File: config.mk
export PLATFORM = sky130hd
export DESIGN_NAME = cmd_uart_wrapper
export DESIGN_NICKNAME = d
export VERILOG_FILES = /design/src/rtl/cmd_uart_wrapper.sv
export SDC_FILE = /design/constraint.sdc
export NUM_CORES = 1
export LEC_CHECK = 0
export CAP_MARGIN = 20
export CORE_MARGIN = 3
export CORE_UTILIZATION = 53
export DETAILED_ROUTE_END_ITERATION = 8
export PLACE_DENSITY = 0.76
export SYNTH_ARGS = -nofsm -noshare
export SYNTH_HDL_FRONTEND = slang
export SYNTH_SLANG_ARGS = --single-unit
export TNS_END_PERCENT = 30
File: constraint.sdc
create_clock -name clk -period 2 [get_ports clk]
set_input_delay 0.3 -clock clk [delete_from_list [all_inputs] [get_ports clk]]
set_output_delay 0.3 -clock clk [all_outputs]
set_load 0.01 [all_outputs]
File: src/rtl/cmd_uart_wrapper.sv
// Command front end: 8N1 UART RX/TX, two-byte command assembly, response serialiser.
// Ports: clk, rst_n, RX, TX, cmd, cmd_rdy, clr_cmd_rdy, resp, send_resp, resp_sent, frm_err.
module cmd_uart_wrapper #(
  parameter int BAUD_DIV   = 2604,
  parameter int TMO_CYCLES = 52080
) (
  input  logic        clk,
  input  logic        rst_n,
  input  logic        RX,
  output logic        TX,
  output logic [15:0] cmd,
  output logic        cmd_rdy,
  input  logic        clr_cmd_rdy,
  input  logic [7:0]  resp,
  input  logic        send_resp,
  output logic        resp_sent,
  output logic        frm_err
);

  localparam int BW = $clog2(BAUD_DIV) + 1;
  localparam int TW = $clog2(TMO_CYCLES) + 1;
  localparam logic [BW-1:0] BAUD_LAST = BW'(BAUD_DIV - 1);
  localparam logic [BW-1:0] BAUD_HALF = BW'(BAUD_DIV / 2 - 1);
  localparam logic [TW-1:0] TMO_MAX   = TW'(TMO_CYCLES);

  typedef enum logic [1:0] {
    RX_IDLE, RX_START, RX_DATA, RX_STOP
  } rx_state_t;
  typedef enum logic {WAIT_HI, WAIT_LO} asm_state_t;
  typedef enum logic {TX_IDLE, TX_BUSY} tx_state_t;

  // ---------------- RX engine ----------------
  logic          rx_meta, rx_s, rx_prev;
  rx_state_t     rx_state, rx_next;
  logic [BW-1:0] rx_baud;
  logic [3:0]    rx_bits;
  logic [7:0]    rx_shift;
  logic          rx_half, rx_full;
  logic          byte_rdy, frm_set;

  assign rx_half = (rx_baud == BAUD_HALF);
  assign rx_full = (rx_baud == BAUD_LAST);

  always_comb begin
    rx_next  = rx_state;
    byte_rdy = 1'b0;
    frm_set  = 1'b0;
    unique case (rx_state)
      RX_IDLE:  if (rx_prev && !rx_s) rx_next = RX_START;
      RX_START: if (rx_half) rx_next = rx_s ? RX_IDLE : RX_DATA;
      RX_DATA:  if (rx_full && rx_bits == 4'd7) rx_next = RX_STOP;
      RX_STOP: begin
        if (rx_full) begin
          rx_next  = RX_IDLE;
          byte_rdy = rx_s;
          frm_set  = !rx_s;
        end
      end
    endcase
  end

  always_ff @(posedge clk or negedge rst_n) begin
    if (!rst_n) begin
      rx_meta  <= 1'b1;
      rx_s     <= 1'b1;
      rx_prev  <= 1'b1;
      rx_state <= RX_IDLE;
      rx_baud  <= '0;
      rx_bits  <= '0;
      rx_shift <= '0;
      frm_err  <= 1'b0;
    end else begin
      rx_meta  <= RX;
      rx_s     <= rx_meta;
      rx_prev  <= rx_s;
      rx_state <= rx_next;
      frm_err  <= frm_set;
      // Restart the bit timer at mid-start so data samples land mid-bit.
      if (rx_state == RX_IDLE || rx_full ||
          (rx_state == RX_START && rx_half))
        rx_baud <= '0;
      else
        rx_baud <= rx_baud + 1'b1;
      if (rx_state != RX_DATA)
        rx_bits <= '0;
      else if (rx_full)
        rx_bits <= rx_bits + 1'b1;
      if (rx_state == RX_DATA && rx_full)
        rx_shift <= {rx_s, rx_shift[7:1]};
    end
  end

  // ---------------- Command assembler ----------------
  asm_state_t    asm_state, asm_next;
  logic [7:0]    hi_hold;
  logic [TW-1:0] tmo_cnt;
  logic          hi_take, lo_take;

  assign hi_take = (asm_state == WAIT_HI) && byte_rdy;
  assign lo_take = (asm_state == WAIT_LO) && byte_rdy;

  always_comb begin
    asm_next = asm_state;
    unique case (asm_state)
      WAIT_HI: if (byte_rdy) asm_next = WAIT_LO;
      WAIT_LO: begin
        if (byte_rdy)              asm_next = WAIT_HI;
        else if (tmo_cnt == TMO_MAX) asm_next = WAIT_HI;
      end
    endcase
  end

  always_ff @(posedge clk or negedge rst_n) begin
    if (!rst_n) begin
      asm_state <= WAIT_HI;
      hi_hold   <= '0;
      tmo_cnt   <= '0;
      cmd       <= '0;
      cmd_rdy   <= 1'b0;
    end else begin
      asm_state <= asm_next;
      if (hi_take) begin
        hi_hold <= rx_shift;
        tmo_cnt <= '0;
      end else if (asm_state == WAIT_LO && tmo_cnt != TMO_MAX) begin
        tmo_cnt <= tmo_cnt + 1'b1;
      end
      if (lo_take)
        cmd <= {hi_hold, rx_shift};
      // Completion beats a simultaneous clear; a new high byte supersedes a stale cmd.
      if (lo_take)
        cmd_rdy <= 1'b1;
      else if (clr_cmd_rdy || hi_take)
        cmd_rdy <= 1'b0;
    end
  end

  // ---------------- TX engine ----------------
  tx_state_t     tx_state, tx_next;
  logic [BW-1:0] tx_baud;
  logic [3:0]    tx_bits;
  logic [8:0]    tx_shift;
  logic          tx_full, tx_start, tx_end;

  assign tx_full  = (tx_baud == BAUD_LAST);
  assign tx_start = (tx_state == TX_IDLE) && send_resp;
  assign tx_end   = (tx_state == TX_BUSY) && tx_full && tx_bits == 4'd9;

  always_comb begin
    tx_next = tx_state;
    unique case (tx_state)
      TX_IDLE: if (send_resp) tx_next = TX_BUSY;
      TX_BUSY: if (tx_end)    tx_next = TX_IDLE;
    endcase
  end

  always_ff @(posedge clk or negedge rst_n) begin
    if (!rst_n) begin
      tx_state  <= TX_IDLE;
      tx_baud   <= '0;
      tx_bits   <= '0;
      tx_shift  <= '1;
      TX        <= 1'b1;
      resp_sent <= 1'b0;
    end else begin
      tx_state <= tx_next;
      if (tx_state == TX_IDLE || tx_full)
        tx_baud <= '0;
      else
        tx_baud <= tx_baud + 1'b1;
      if (tx_start) begin
        tx_shift  <= {1'b1, resp};
        tx_bits   <= '0;
        TX        <= 1'b0;
        resp_sent <= 1'b0;
      end else if (tx_end) begin
        TX        <= 1'b1;
        resp_sent <= 1'b1;
      end else if (tx_state == TX_BUSY && tx_full) begin
        TX       <= tx_shift[0];
        tx_shift <= {1'b1, tx_shift[8:1]};
        tx_bits  <= tx_bits + 1'b1;
      end
    end
  end

endmodule

# After elaboration in Yosys (flattened, before gate mapping)

Cells that the tools add are included.

Register bits: 103
Input port bits: 13
Output and inout bits: 20
Word-level logic and storage cells: 102

Add/subtract/negate cells: 5
Eq/ne operators: 16
Muxes and demuxes: 36
Bitwise gates (word level): 2
Reductions and logical operators: 24

Operators by type and width:

| kind                                                    | count |
|---|---|
| 2-to-1 mux 17 bit                                       | 2 |
| 2-to-1 mux 9 bit                                        | 3 |
| adder 13 x 1 -> 13 bit, second input constant           | 2 |
| equality test 13 x 12 -> 1 bit, second input constant   | 2 |
| 2-to-1 mux 13 bit                                       | 2 |
| 2-to-1 mux 4 bit                                        | 5 |
| adder 17 x 1 -> 17 bit, second input constant           | 1 |
| equality test 17 x 16 -> 1 bit, second input constant   | 1 |
| inequality test 17 x 16 -> 1 bit, second input constant | 1 |
| 2-to-1 mux 1 bit                                        | 16 |
| equality test 13 x 11 -> 1 bit, second input constant   | 1 |
| inequality test 2 bit, second input constant            | 6 |
| logical AND 1 bit                                       | 10 |
| 2-to-1 mux 2 bit                                        | 5 |
| nonzero test 2 bit                                      | 5 |
| adder 4 x 1 -> 4 bit, second input constant             | 2 |
| case mux 2 bit (4 select lines)                         | 1 |
| equality test 2 bit, second input constant              | 2 |
| equality test 4 x 3 -> 1 bit, second input constant     | 1 |
| equality test 4 bit, second input constant              | 1 |
| logical OR 1 bit                                        | 4 |
| case mux 1 bit (2 select lines)                         | 2 |
| AND reduction 4 bit                                     | 1 |
| nonzero test 3 bit                                      | 1 |
| 5 further kinds                                         | 6 |

# Depth between registers and ports, before layout

Gate-level depths: netlist of the first run.

Depth in word-level cells: 7
Gate-level depth with buffers: 7
Gate-level depth less buffers: 6

# Worst setup path after synthesis of the first run

OpenSTA, ideal clock, no wires.

Kind: register -> register
Start: reg rx_baud[2]
End: reg hi_hold[4]
Library setup time: 0.127 ns
Data arrival time: 1.799 ns
Data required time: 1.873 ns
Path slack: 0.074 ns
Stages on the path, launching flop included: 7
Path buffers: 2
Clock period less this slack: 1.926 ns
Cells stage by stage: dfrtp_1 -> buf_2 -> nor4b_2 -> nand4_2 -> nor3_4 -> buf_4 -> mux2_1

Word-level cells in the longest chain between the ends: 4

Ends and longest elaborated chain:

| item                           | RTL line | RTL |
|---|---|---|
| start, declared                | 35       | `logic [BW-1:0] rx_baud;` |
| start signal, assigned         | 83       | `rx_baud <= rx_baud + 1'b1;` |
| equality test 13 x 12 -> 1 bit | 42       | `assign rx_full = (rx_baud == BAUD_LAST);` |
| 2-to-1 mux 1 bit               | 53       | `if (rx_full) begin` |
| 2-to-1 mux 1 bit               | 48       | `unique case (rx_state)` |
| logical AND 1 bit              | 99       | `assign hi_take = (asm_state == WAIT_HI) && byte_rdy;` |
| end signal, assigned           | 123      | `hi_hold <= rx_shift;` |
| end, declared                  | 95       | `logic [7:0] hi_hold;` |

Every way passes these cells.
A chain may end at the register's enable or synchronous reset.

# Final worst setup path of the first run

Start: reg tx_baud[12]
End: reg tx_bits[2]

Word-level cells in the longest chain between the ends: 5
Elaborated cells between the ends (all ways): 6
Classes of those cells: eq/ne: 2; reduce/logical: 4

Ends and longest elaborated chain:

| item                               | RTL line | RTL |
|---|---|---|
| start, declared                    | 140      | `logic [BW-1:0] tx_baud;` |
| start signal, assigned             | 170      | `tx_baud <= tx_baud + 1'b1;` |
| equality test 13 x 12 -> 1 bit (*) | 145      | `assign tx_full = (tx_baud == BAUD_LAST);` |
| logical AND 1 bit (*)              | 147, 179 |  |
| logical AND 1 bit                  | 147      | `assign tx_end = (tx_state == TX_BUSY) && tx_full && tx_bits == 4'd9;` |
| inequality test 2 bit (no line)    | -        |  |
| AND reduction 2 bit (no line) (*)  | -        |  |
| end signal, assigned               | 182      | `tx_bits <= tx_bits + 1'b1;` |
| end, declared                      | 141      | `logic [3:0] tx_bits;` |

Every way passes the cells marked *; elsewhere a longest branch is shown, timed or not.

==> results of run 1 <==
[repair_timing]
item,4_1_cts,5_1_grt
gates resized for setup,0,5
endpoints found under the setup margin,0,18
hold buffers,1,0
setup buffers,0,2
endpoints found under the hold margin,24,0
[where the power goes]
group	internal, mW	switching (mW)	total [mW]
clock	0.613	0.772	1.39
sequential	2.25	0.159	2.41
combinational	0.333	0.375	0.708
[logic make-up (layout without fill, tap and decap cells)]
group,count (synthesis),after routing
fa+ha+maj,8,8
simple gates,164,164
compound gates,62,62
buf+inv,30,95
mux,37,37
xor+xnor,32,32
flops,102,102
[stage by stage]
step	hold slack, ns	area [µm²]	worst slack (ns)
2_1_floorplan	0.00441	4760	0.0737
3_3_place_gp	0.254	5350	0.140
3_5_place_dp	0.257	5350	0.0602
4_1_cts	0.336	5570	0.0441
5_1_grt	0.333	5610	0.00630
6_report	0.370	5610	0.132
[final timing paths]
path                        startpoint           to  slack [ns]  depth (start not counted)
setup / recovery           tx_baud[12]   tx_bits[2]        0.13                          4
hold / removal                 rx_meta         rx_s        0.37                          0
max in group asynchronous        rst_n  tmo_cnt[13]        0.93                          3
hold reg to reg                rx_meta         rx_s        0.37                          0
min in group asynchronous        rst_n  rx_shift[2]        0.40                          2
setup reg to reg           tx_baud[12]   tx_bits[2]        0.13                          4
[per-layer routing]
layer / GRT usage (%) / vias to the layer above
li1: - / 1652
met1: 25.1 / 1686
met2: 33.5 / 49
met3: 4.36 / 14
met4: 7.88 / 0
met5: 0 / -
[state kept, by name, summed over array words and instances, names as in the netlist, 4 cells and up, named ones only]
signal / flops
rx_shift: 8
cmd: 16
rx_baud: 13
tx_bits: 4
tx_baud: 13
rx_bits: 4
hi_hold: 8
tx_shift: 8
tmo_cnt: 17
[cell type report]
cell class	instances	area (µm²)
inverters	17	63.8
repair buffers	62	558
multi-input cells	303	2070
clock buffers	9	124
well taps	105	131
clock inverters	7	90.1
flip-flops and latches	102	2570
fillers	650	2860
[layout by cell type (no fill, tap or decap), drive strengths merged, types with 2 or more instances in the layout]
cell           netlist  layout
dfrtp               90      90
nor2                52      52
mux2                32      32
clkdlybuf4s50        0      31
buf                 10      30
xnor2               27      27
nand2               26      26
o21ai               25      25
inv                 17      21
a21oi               20      20
nand3               20      20
dfstp               12      12
nor3                12      12
nor4                11      11
clkbuf               3       9
nand4                9       9
or3                  8       8
ha                   8       8
a31oi                7       7
xor2                 5       5
mux2i                5       5
nor4bb               4       4
nand4bb              3       3
or4                  3       3
and2                 2       2
o21a                 2       2
and3b                2       2
nor2b                2       2
o2bb2ai              2       2
clkinvlp             0       2
nor4b                2       2
==> flow_summary.ini, run 1 <==
[power_and_ir_drop]
power.total_mw = 4.50
ir_drop_mv = 0.511
p_leak_nw = 2.47
powerDensity_nw_per_um2 = 802

[detailed_routing]
drt_iter0_drc = 121
ant_nets = 0
highest_layer = met4
wl_met3_um = 256
drt_pass1_iterations = 4
wl_met2_um = 4690
wirelength_um = 9230
met1_length_um = 4140
post_drt_wl_per_cell_um = 15.3
route.detailed.drc = 0
routed_via_density = 5.62
num_vias = 3401

[timing]
maxSlewViolCount = 0
rsz0062_at_grt = false
fmax_mhz = 535
relSlewSlack_pct = 69.9
fin_crit_sh_pct = 93.4
worst_pin_slew_ns = 0.446
skew_ns = 0.00745
fin_setup_tns_ns = 0
hold_viol = 0
fin_crit_ns = 1.87
setup-violations-final = 0

[die]
die_width_um = 101
num_rows = 33
core-area_um2 = 8460
fp.dieH_um = 101
io_pins = 33
initial_core_util_pct = 56.2
dieArea_um2 = 10100

[grt]
grt_pass1_vias = 3579
grtUsageTotal_pct = 20.0
grt_start_max_net_pins = 42
grt_pass1_wl_um = 16300
overflow = 0
grt_antenna_before_repair = 0

[logic_synthesis]
synth_compound_area_share_pct = 7.36
synth_common_cells = 90 x dfrtp_1, 52 x nor2_1, 27 x xnor2_1, 26 x nand2_1, 24 x mux2_1
synthCells = 435
synth_top_family_by_area = simple AND/OR/NAND/NOR gates
synth_edf_count = 0
syn-cell-area_um2 = 4760
synth_top_area_share_pct = 47.3
synth_flop_cell = dfrtp_1
synth-xor-area-share_pct = 5.89
synth_mux_area_share_pct = 8.63
synth-seq-cells = 102
synth_fa_ha_area_share_pct = 2.10
synth.avg_cell_area_um2 = 10.9
async_flop_share_pct = 100
ys_types = 55
yosysSeqAreaShare_pct = 54.0
synth_largest_area_cell = dfrtp_1
yosysWarningCount = 0
yosysMostFrequentCell = dfrtp_1
syn_nets = 456
yosys.area_share.simple_pct = 19.1
synthTopCellsByArea = dfrtp_1 47%, dfstp_2 6.6%, mux2_1 5.7%, xnor2_1 5.0%, nor2_1 4.1%

[finish]
areaGrowthSynthToFinish_pct = 17.9
postLayoutCoreUtil_pct = 66.3
antenna_cells = 0
final_cell_count_no_fill = 605
fin_nets = 516
drive_gt1_share_pct = 15.6

[clocking]
numClockSinks = 102
cts_buffers = 9
insertion_delay_ns = 0.37
clk_pin_slew_ns = 0.11
cts_tree = done
cts-root-buf = clkbuf_8
max-clock-path-buffers = 2
htree_levels = 3

[critical_path]
cpPeakStageDelay_ns = 0.57
cp_max_fo = 4
required_ns = 2.30
crit_path_cell_trace = nand4bb_1 > or4_4 > or4_1 > a21oi_1
crit_buf_inv = 0
critPathSlowestCell = or4_4
worstSetupStartpointType = register
worstSetupEndpointType = register
crit_family = simple AND/OR/NAND/NOR gates
path_class = register to register
arrival_ns = 2.16

[run_status]
status = finished clean

[placed_design]
dpl.hpwl_um = 6430
place_congestion = 0.821
io_buffers = 32
dp.cells = 586

[hold_path]
hp-class = register to register

[flow_run]
maxCapViolCount = 0
Power figures use the tool's default switching activity.
==> inputs of run 2 (changes only) <==
CORE_UTILIZATION = 55   (was 53)
PLACE_DENSITY = 0.75   (was 0.76)
clock period = 2.3 ns   (was 2 ns; I/O delays follow)
==> flow_summary.ini, run 2 (synthesized netlist as in run 1, its figures left out) <==
[power_and_ir_drop]
p_int_mw = 2.60
pwr-share-seq_pct = 58.4
p_leak_nw = 2.37
powerDensity_nw_per_um2 = 675
ir_drop_mv = 0.531
swShare_pct = 29.1
combPwrFrac_pct = 12.4
switchingPower_mw = 1.07
clockPowerShare_pct = 29.2
power.total_mw = 3.67

[placed_design]
dpl.hpwl_um = 6080
place_congestion = 0.828
io_buffers = 32

[detailed_routing]
ant_nets = 0
highest_layer = met4
wl_met3_um = 249
route.detailed.drc = 0
drt_pass1_iterations = 4
met1_length_um = 3930
wirelength_um = 8550
drt_iter0_drc = 164
num_vias = 3297
post_drt_wl_per_cell_um = 14.5
routed_via_density = 5.61
wl_met2_um = 4250

[die]
io_pins = 33
num_rows = 33
dieArea_um2 = 9800
core-area_um2 = 8300
initial_core_util_pct = 57.3
fp.dieH_um = 99
die_width_um = 99

[clocking]
postCtsResizedCells = 0
postCtsHoldBufs = 1
post_cts_buffers = 0
cts-root-buf = clkbuf_8
max-clock-path-buffers = 2
cts_buffers = 9
insertion_delay_ns = 0.36
htree_levels = 3
cts_tree = done
numClockSinks = 102
clk_pin_slew_ns = 0.09

[finish]
largest_register = tmo_cnt
layout_commonest_cell = dfrtp_1
largest_register_ffs = 17
antenna_cells = 0
mostFrequentLayoutCells = 90 x dfrtp_1, 52 x nor2_1, 31 x clkdlybuf4s50_1, 27 x xnor2_1, 26 x nand2_1
drive_gt1_share_pct = 12.2
fin_nets = 499
areaGrowthSynthToFinish_pct = 14.3
top_regs = tmo_cnt: 17 flops, cmd: 16 flops

[timing]
worst_pin_slew_ns = 0.574
maxSlewViolCount = 0
fmax_mhz = 481
skew_ns = 0.0132
fin_crit_sh_pct = 90.5
relSlewSlack_pct = 61.7
rsz0062_at_grt = false
hold_viol = 0
fin_setup_tns_ns = 0
setup-violations-final = 0
fin_crit_ns = 2.08

[grt]
overflow = 0
grt_antenna_before_repair = 0
grtUsageTotal_pct = 18.8
grt_pass1_vias = 3365
grt_start_max_net_pins = 47
grt_pass1_wl_um = 15200

[flow_run]
maxCapViolCount = 0

[critical_path]
required_ns = 2.58
path_class = register to register
arrival_ns = 2.36
cp_max_fo = 5
worstSetupEndpointType = register
reg2reg_depth = 5
worstSetupStartpointType = register

[hold_path]
hp-class = register to register
whs_path_depth = 0

[run_status]
status = finished clean
## run 2: worst max-delay path: stages, from the launching register on
cell	delay (ns)
dfrtp_1	0.42
ha_1	0.25
nand4bb_1	0.19
or4_1	0.55
or4_1	0.43
a21oi_1	0.17
## run 2: per-stage QoR
stage                     hold slack (ns)  instance area (µm²)  worst slack, ns  util [%]  cells
final                               0.359                 5440            0.219      65.5    588
after global routing                0.363                 5440           0.0817      65.5    588
after CTS                           0.360                 5440            0.189      65.5    588
after detailed placement            0.347                 5240            0.200      63.1    571
after global placement              0.347                 5240            0.314      63.1    571
after floorplan                    0.0494                 4760            0.374         -    435
## run 2: area by class of cell
type | instances | area, µm²
Fill cell | 620 | 2860
Tap cell | 105 | 131
Timing Repair Buffer | 45 | 430
Multi-Input combinational cell | 303 | 2050
Clock inverter | 6 | 52.6
Sequential cell | 102 | 2570
Clock buffer | 10 | 138
Inverter | 17 | 63.8
## run 2: path summary, 6_finish.rpt
kind                       startpoint          to  slack (ns)
min in group asynchronous       rst_n  hi_hold[1]        0.51
max                        tx_baud[0]  tx_bits[2]        0.22
max in group asynchronous       rst_n     rx_meta        1.08
min reg2reg                   rx_meta        rx_s        0.36
min                           rx_meta        rx_s        0.36
max reg2reg                tx_baud[0]  tx_bits[2]        0.22
## run 2: metal layers
metal,GRT usage (%),vias up
met5,0,-
met4,6.51,0
met1,24.3,1606
met3,3.75,11
met2,31.7,56
li1,-,1624
## run 2: power groups by stage
stage / combinational (mW) / clock, mW / sequential, mW
after floorplan: 0.343 / 0 / 2.11
after global placement: 0.437 / 0 / 2.16
after detailed placement: 0.457 / 0 / 2.17
after CTS: 0.459 / 1.11 / 2.14
after global routing: 0.519 / 1.19 / 2.16
final: 0.455 / 1.07 / 2.14
